[src/rtl/carryskip_add_sched.sv]
// Two-requester scheduler that time-shares one external 8-bit adder to add
// W-bit operands a byte per cycle, least-significant byte first.
module carryskip_add_sched #(
   parameter  int NBYTES = 4,
   localparam int W      = 8 * NBYTES
) (
   input  logic           clk,
   input  logic           rst,
   input  logic [1:0]     req_valid,
   output logic [1:0]     req_ready,
   input  logic [2*W-1:0] req_a,
   input  logic [2*W-1:0] req_b,
   input  logic [1:0]     req_cin,
   output logic [7:0]     add_a,
   output logic [7:0]     add_b,
   output logic           add_cin,
   input  logic [7:0]     add_sum,
   input  logic           add_cout,
   output logic           rsp_valid,
   input  logic           rsp_ready,
   output logic [W-1:0]   rsp_sum,
   output logic           rsp_cout,
   output logic           rsp_id
);

   localparam int IW = (NBYTES > 1) ? $clog2(NBYTES) : 1;

   typedef enum logic [1:0] {IDLE, RUN, RESP} state_t;

   state_t                 state_q, state_d;
   logic [NBYTES-1:0][7:0] a_q, a_d;
   logic [NBYTES-1:0][7:0] b_q, b_d;
   logic [NBYTES-1:0][7:0] sum_q, sum_d;
   logic [IW-1:0]          idx_q, idx_d;
   logic                   carry_q, carry_d;
   logic                   cout_q, cout_d;
   logic                   id_q, id_d;
   logic                   last_q, last_d;
   logic [1:0]             grant;
   logic                   gsel;

   // On a tie the requester that was not served last wins.
   always_comb begin
      grant = 2'b00;
      if (state_q == IDLE && !rst) begin
         if (req_valid == 2'b11) grant = last_q ? 2'b01 : 2'b10;
         else                    grant = req_valid;
      end
   end

   assign req_ready = grant;
   assign gsel      = grant[1];

   always_comb begin
      // NOTE: every _d takes its _q first, so no path can leave one unassigned and infer a latch.
      state_d = state_q;
      a_d     = a_q;
      b_d     = b_q;
      sum_d   = sum_q;
      idx_d   = idx_q;
      carry_d = carry_q;
      cout_d  = cout_q;
      id_d    = id_q;
      last_d  = last_q;
      unique case (state_q)
         IDLE: begin
            if (|(req_valid & grant)) begin
               a_d     = gsel ? req_a[2*W-1:W] : req_a[W-1:0];
               b_d     = gsel ? req_b[2*W-1:W] : req_b[W-1:0];
               carry_d = req_cin[gsel];
               id_d    = gsel;
               idx_d   = '0;
               state_d = RUN;
            end
         end
         RUN: begin
            sum_d[idx_q] = add_sum;
            carry_d      = add_cout;
            idx_d        = idx_q + 1'b1;
            if (idx_q == IW'(NBYTES - 1)) begin
               cout_d  = add_cout;
               state_d = RESP;
            end
         end
         RESP: begin
            if (rsp_ready) begin
               last_d  = id_q;
               state_d = IDLE;
            end
         end
         default: state_d = IDLE;
      endcase
   end

   // Reset parks the pointer on requester 1 so requester 0 takes the first tie.
   always_ff @(posedge clk or posedge rst) begin
      if (rst) begin
         state_q <= IDLE;
         a_q     <= '0;
         b_q     <= '0;
         sum_q   <= '0;
         idx_q   <= '0;
         carry_q <= 1'b0;
         cout_q  <= 1'b0;
         id_q    <= 1'b0;
         last_q  <= 1'b1;
      end else begin
         // NOTE: non-blocking so every flop samples the pre-edge values.
         state_q <= state_d;
         a_q     <= a_d;
         b_q     <= b_d;
         sum_q   <= sum_d;
         idx_q   <= idx_d;
         carry_q <= carry_d;
         cout_q  <= cout_d;
         id_q    <= id_d;
         last_q  <= last_d;
      end
   end

   assign add_a     = (state_q == RUN) ? a_q[idx_q] : 8'h00;
   assign add_b     = (state_q == RUN) ? b_q[idx_q] : 8'h00;
   assign add_cin   = (state_q == RUN) & carry_q;
   assign rsp_valid = (state_q == RESP);
   assign rsp_sum   = (state_q == RESP) ? sum_q : '0;
   assign rsp_cout  = (state_q == RESP) & cout_q;
   assign rsp_id    = (state_q == RESP) & id_q;

endmodule
[config.mk]
export PLATFORM = sky130hd
export DESIGN_NAME = carryskip_add_sched
export DESIGN_NICKNAME = d
export VERILOG_FILES = /design/src/rtl/carryskip_add_sched.sv
export SDC_FILE = /design/constraint.sdc
export NUM_CORES = 1
export LEC_CHECK = 0
export ABC_CLOCK_PERIOD_IN_PS = 4900
export CAP_MARGIN = 0
export CORE_MARGIN = 2
export CORE_UTILIZATION = 46
export DETAILED_ROUTE_END_ITERATION = 8
export PLACE_DENSITY = 0.91
export SYNTH_ARGS = -nofsm -noshare
export SYNTH_HDL_FRONTEND = slang
export SYNTH_SLANG_ARGS = --single-unit
[constraint.sdc]
create_clock -name clk -period 4.9 [get_ports clk]
set_input_delay 1.47 -clock clk [delete_from_list [all_inputs] [get_ports clk]]
set_output_delay 1.47 -clock clk [all_outputs]
set_load 0.03 [all_outputs]
==> impl_metrics.env, run 1 <==
export IMPL_status="complete, no violations"
export IMPL_critPathBufInv=3
export IMPL_clock_latency_ps=330
export IMPL_ys_warn_count=0
export IMPL_yosysMostFrequentCell="dfrtp_1"
export IMPL_synthFlopType="dfrtp_1"
export IMPL_vias=5573
export IMPL_ir_worst_vdd_v=0.000290
export IMPL_antenna_found_initial=0
export IMPL_hold_class="reg2reg"
export IMPL_critPathLaunchType="input port"
export IMPL_timing_setup_tns_ps=0
export IMPL_synthArstFlopShare=1.00
export IMPL_numCtsBuffers=9
export IMPL_grt_ovfl_total=0
export IMPL_fp_coreArea_um2=12500
export IMPL_critPathSlowestCell="clkdlybuf4s50_1"
export IMPL_synth_top_cell_by_area="dfrtp_1"
export IMPL_arrival_ps=3310
export IMPL_grt_pass1_vias=5395
export IMPL_wl_per_cell_um=19.4
export IMPL_reg2regPathDepth=5
export IMPL_area_growth_pct=40.0
export IMPL_ctsResizeCount=0
export IMPL_fin_crit_ps=4780
export IMPL_grt_max_degree=107
export IMPL_slowest_delay_ps=660
export IMPL_drv_cap=0
export IMPL_setup_viol=0
export IMPL_hpwlAfterDp_um=11800
export IMPL_die_h_um=117
export IMPL_place_gp_congestion=0.874
export IMPL_initial_core_util=0.466
export IMPL_synthTopCellsByArea="dfrtp_1, o31ai_1, nand4_1"
export IMPL_syn_area_per_cell_um2=10.1
export IMPL_via_per_inst=6.18
export IMPL_ios=198
export IMPL_synth_seq_cells=104
export IMPL_final_cell_area_um2=8170
export IMPL_ant_nets=0
export IMPL_cts_max_level=3
export IMPL_hold_buffers=0
export IMPL_cts_max_path_buffers=2
export IMPL_finalNetCount=874
export IMPL_path_delay_family="buffers and inverters"
export IMPL_n_antenna_cell=0
export IMPL_worstPathCellList="clkdlybuf4s50_1, a21bo_2, or2_2, inv_2, clkdlybuf4s50_1"
export IMPL_clkTransAtPathRegs_ps=70
export IMPL_place_area_um2=7830
export IMPL_cts_tree="yes"
export IMPL_grt_pass1_wl_um=27700
export IMPL_final_layout_size_suffix_gt1_frac=0.129
export IMPL_cts_root_buf="clkbuf_16"
export IMPL_fin_skew_ps=3.90
export IMPL_critPathKind="in2out"
export IMPL_drcViolationCount=0
export IMPL_synthesis_area_um2=5830
export IMPL_endpoint_kind="output port"
export IMPL_placement_io_buffers=197
export IMPL_max_freq_ghz=0.209
export IMPL_synth_edf_count=0
export IMPL_final_max_slew_viol_count=0
export IMPL_seq_area_frac_synth=0.446
export IMPL_synth_fp_nets=726
export IMPL_fin_crit_sh=0.976
export IMPL_powerDensity_nw_per_um2=592
export IMPL_worstPathMaxFanout=4
export IMPL_yosysTopAreaCellShare=0.442
export IMPL_dr_pass1_iters=5
export IMPL_final_hold_violation_count=0
export IMPL_die_area_um2=13600
export IMPL_cts_sinks=104
export IMPL_synth_common_cells="dfrtp_1, nor3_1, nand4_1"
export IMPL_post_cts_buffers=0
export IMPL_tightest_slew_ps=1100
export IMPL_p_leak_uw=0.00296
export IMPL_routed_wl_um=17500
export IMPL_relSlewSlack=0.266
export IMPL_rsz0062_at_grt="false"
export IMPL_cp_required_ps=3430
export IMPL_synth_cell_types=28
export IMPL_fp_dieW_um=117
export IMPL_first_iter_violations=593
export IMPL_cp_common_cell="clkdlybuf4s50_1"
export IMPL_synth_cells=578
export IMPL_hold_depth=1
export IMPL_path_depth=5
export IMPL_grt_usage=0.259
export IMPL_row_count=41
-- sequential cells by signal (all words and copies together) (netlist names) --
| name | cells |
|---|---|
| a_q | 32 |
| b_q | 32 |
| sum_q | 32 |
| idx_q | 2 |
| state_q | 2 |
| carry_q | 1 |
| cout_q | 1 |
| id_q | 1 |
| last_q | 1 |
-- stage by stage --
| stage | worst slack [ps] | instances | total power, µW | hold slack, ps | util |
|---|---|---|---|---|---|
| 2_1_floorplan | 653 | 578 | 3180 | 471 | - |
| 3_3_place_gp | 170 | 887 | 3920 | 479 | 0.626 |
| 3_5_place_dp | 136 | 887 | 4030 | 484 | 0.626 |
| 4_1_cts | 128 | 902 | 4850 | 499 | 0.653 |
| 5_1_grt | 76.2 | 902 | 5110 | 514 | 0.653 |
| 6_report | 118 | 902 | 4830 | 500 | 0.653 |
-- area by class of cell --
| cell class | count | area (µm²) |
|---|---|---|
| Sequential cell | 104 | 2600 |
| Clock buffer | 10 | 229 |
| Fill cell | 971 | 4350 |
| Timing Repair Buffer | 213 | 2080 |
| Multi-Input combinational cell | 389 | 2890 |
| Tap cell | 172 | 215 |
| Clock inverter | 5 | 106 |
| Inverter | 9 | 36.3 |
-- cells in the final DEF, fill, tap and decap left out, drive strengths merged --
cell type      synthesis  layout
nand3                  1       1
nand2                  7       7
a21bo                  1       1
dfstp                  1       1
nand4                 65      65
o31ai                 64      64
o21bai                 1       1
nor3                  66      66
clkinvlp               0       1
and2                  50      50
clkinv                 0       1
dfrtp                103     103
nor2b                  3       3
buf                   12      18
a22oi                  1       1
inv                    9       9
nor2                   2       2
ha                     4       4
nand2b                 1       1
a21oi                  1       1
bufinv                 0       3
mux2                  35      35
clkdlybuf4s50          0     195
or3                    1       1
or2                    1       1
mux4                  16      16
a31oi                 64      64
clkbuf                64      10
o21ai                  4       4
o2111ai                1       1
-- layer usage --
| metal | global-route usage | vias to the layer above | wire length, µm |
|---|---|---|---|
| li1 | - | 2524 | - |
| met1 | 0.346 | 2675 | 7020 |
| met2 | 0.430 | 330 | 8600 |
| met3 | 0.0379 | 44 | 1390 |
| met4 | 0.0965 | 0 | 475 |
| met5 | 0 | - | 0 |
-- power by group --
| part | internal (µW) | switching [µW] | total (µW) |
|---|---|---|---|
| registers | 1310 | 279 | 1590 |
| clock network | 498 | 308 | 806 |
| logic | 1140 | 1300 | 2440 |
| total | 2950 | 1890 | 4830 |
-- kinds of logic (layout without fill, tap and decap cells) --
logic type / after synthesis / in the layout / share of synthesized area
AOI/OAI and AO/OA: 137 / 137 / 0.161
adders and majority gates: 4 / 4 / 0.00858
DFF: 104 / 104 / 0.446
and+or+nand+nor: 197 / 197 / 0.193
buffers and inverters: 85 / 237 / 0.0616
muxes: 51 / 51 / 0.129
-- worst paths after layout --
kind	start	endpoint	slack (ps)
min reg2reg	sum_q[18]	sum_q[18]	500
max reg2reg	state_q[1]	b_q[4]	2500
min in group asynchronous	rst	carry_q	1920
min	sum_q[18]	sum_q[18]	500
max in group asynchronous	rst	sum_q[27]	2130
max	req_valid[1]	req_ready[1]	120
-- worst register-to-register path, cell delays in order, from the launching register on --
cell and delay (ps):
dfrtp_1 490, or3_4 190, buf_4 260, buf_4 840, o31ai_1 320, a31oi_1 240
No activity file was read; power rests on OpenSTA's default activity.
==> inputs of run 2 (changes only) <==
ABC_CLOCK_PERIOD_IN_PS = 4980   (was 4900)
PLACE_DENSITY = 0.79   (was 0.91)
clock period = 4.98 ns   (was 4.9 ns; I/O delays follow)
==> run 2 against run 1 <==
  * Register-to-register slack better by 50 ps
  * Clock skew grew 3.1 ps
  * Via count fell by 0.86%
  * Core utilization about the same
  * First-iteration DRC count up 13%
  * Hold slack better by 1.6 ps
  * Sequential power is 3% lower
  * Combinational power is essentially flat
  * Clock-buffer cell count is the same
  * Die area stayed put
  * Total power shrank 2.3%
  * Critical path depth is the same
==> impl_metrics.env, run 2 (synthesis gave the netlist of run 1 again) <==
export IMPL_cts_sinks=104
export IMPL_powerDensity_nw_per_um2=578
export IMPL_reg2reg_slack_ps=2550
export IMPL_ios=198
export IMPL_fin_crit_ps=4810
export IMPL_fin_crit_sh=0.965
export IMPL_row_count=41
export IMPL_setup_viol=0
export IMPL_rr_endpoint="b_q[23]"
export IMPL_initial_core_util=0.466
export IMPL_slowest_delay_ps=660
export IMPL_vias=5525
export IMPL_top_regs="a_q (32), b_q (32), sum_q (32)"
export IMPL_place_gp_congestion=0.847
export IMPL_critPathSlowestCell="clkdlybuf4s50_1"
export IMPL_rsz0062_at_grt="false"
export IMPL_status="complete, no violations"
export IMPL_drv_cap=0
export IMPL_ir_worst_vdd_v=0.000291
export IMPL_first_iter_violations=668
export IMPL_arrival_ps=3310
export IMPL_worstPathMaxFanout=4
export IMPL_hold_class="reg2reg"
export IMPL_cts_max_path_buffers=2
export IMPL_n_antenna_cell=0
export IMPL_hold_depth=1
export IMPL_die_h_um=117
export IMPL_final_max_slew_viol_count=0
export IMPL_hpwlAfterDp_um=11600
export IMPL_grt_max_degree=81
export IMPL_cts_root_buf="clkbuf_16"
export IMPL_numCtsBuffers=9
export IMPL_critPathLaunchType="input port"
export IMPL_via_per_inst=6.11
export IMPL_final_cell_mix="clkdlybuf4s50_1, dfrtp_1, nand4_1, nor3_1"
export IMPL_critPathKind="in2out"
export IMPL_max_freq_ghz=0.208
export IMPL_final_hold_violation_count=0
export IMPL_final_cells=904
export IMPL_timing_setup_tns_ps=0
export IMPL_post_cts_buffers=0
export IMPL_grt_pass1_wl_um=27600
export IMPL_cts_max_level=3
export IMPL_min_delay_start="sum_q[20]"
export IMPL_dp_cells=888
export IMPL_r2r_start="state_q[1]"
export IMPL_hold_path_end="sum_q[20]"
export IMPL_grt_ovfl_total=0
export IMPL_ctsResizeCount=0
export IMPL_fp_coreArea_um2=12500
export IMPL_p_leak_uw=0.00296
export IMPL_antenna_found_initial=0
export IMPL_wl_per_cell_um=19.5
export IMPL_area_growth_pct=39.9
export IMPL_routed_wl_um=17600
export IMPL_tightest_slew_ps=878
export IMPL_reg2regPathDepth=5
export IMPL_ant_nets=0
export IMPL_worstPathCellList="clkdlybuf4s50_1, a21bo_2, or2_2, inv_2, clkdlybuf4s50_1"
export IMPL_clock_latency_ps=350
export IMPL_clkTransAtPathRegs_ps=70
export IMPL_path_delay_family="buffers and inverters"
export IMPL_endpoint_kind="output port"
export IMPL_finalNetCount=875
export IMPL_grt_usage=0.261
export IMPL_grt_pass1_vias=5375
export IMPL_placement_io_buffers=197
export IMPL_hold_buffers=0
export IMPL_fin_skew_ps=7.02
export IMPL_cts_tree="yes"
export IMPL_relSlewSlack=0.412
export IMPL_critPathBufInv=3
export IMPL_fp_dieW_um=117
export IMPL_cp_required_ps=3490
export IMPL_cp_common_cell="clkdlybuf4s50_1"
export IMPL_drcViolationCount=0
export IMPL_final_layout_size_suffix_gt1_frac=0.131
export IMPL_die_area_um2=13600
export IMPL_mostFrequentLayoutCell="clkdlybuf4s50_1"
export IMPL_dr_pass1_iters=5
## run 2: worst max-delay path by stage
stage	to	depth (start not counted)	start
2_1_floorplan	req_ready[0]	4	rst
3_3_place_gp	req_ready[1]	5	rst
3_5_place_dp	req_ready[1]	5	req_valid[1]
4_1_cts	req_ready[1]	5	req_valid[1]
5_1_grt	req_ready[1]	5	req_valid[1]
6_report	req_ready[1]	5	req_valid[1]
## run 2: cell type report
type | count | area, µm²
flip-flops and latches | 104 | 2600
fillers | 1034 | 4350
inverters | 9 | 36.3
well taps | 172 | 215
clock buffers | 10 | 229
clock inverters | 6 | 93.8
repair buffers | 214 | 2090
multi-input cells | 389 | 2890
## run 2: report_power, final
| part | leakage, µW | internal (µW) | total, µW | switching [µW] |
|---|---|---|---|---|
| Clock | 0.000153 | 443 | 759 | 316 |
| Combinational | 0.00161 | 1120 | 2410 | 1290 |
| Sequential | 0.00120 | 1290 | 1550 | 264 |
## run 2: routing by layer
layer  GRT usage  wire, µm  up-vias
met5           0         0        -
met4      0.0675       265        0
met3      0.0509      1460       21
met2       0.422      8400      305
met1       0.365      7490     2677
li1            -         -     2522
## run 2: per-stage QoR
| stage | total power (µW) | utilization | instance area, µm² | setup slack, ps | hold slack [ps] |
|---|---|---|---|---|---|
| floorplan | 3130 | - | 5830 | 685 | 471 |
| detailed placement | 3960 | 0.626 | 7840 | 170 | 485 |
| global route | 5000 | 0.652 | 8160 | 117 | 512 |
| CTS | 4730 | 0.652 | 8160 | 161 | 501 |
| finish | 4720 | 0.652 | 8160 | 174 | 501 |
| global placement | 3880 | 0.626 | 7840 | 172 | 479 |
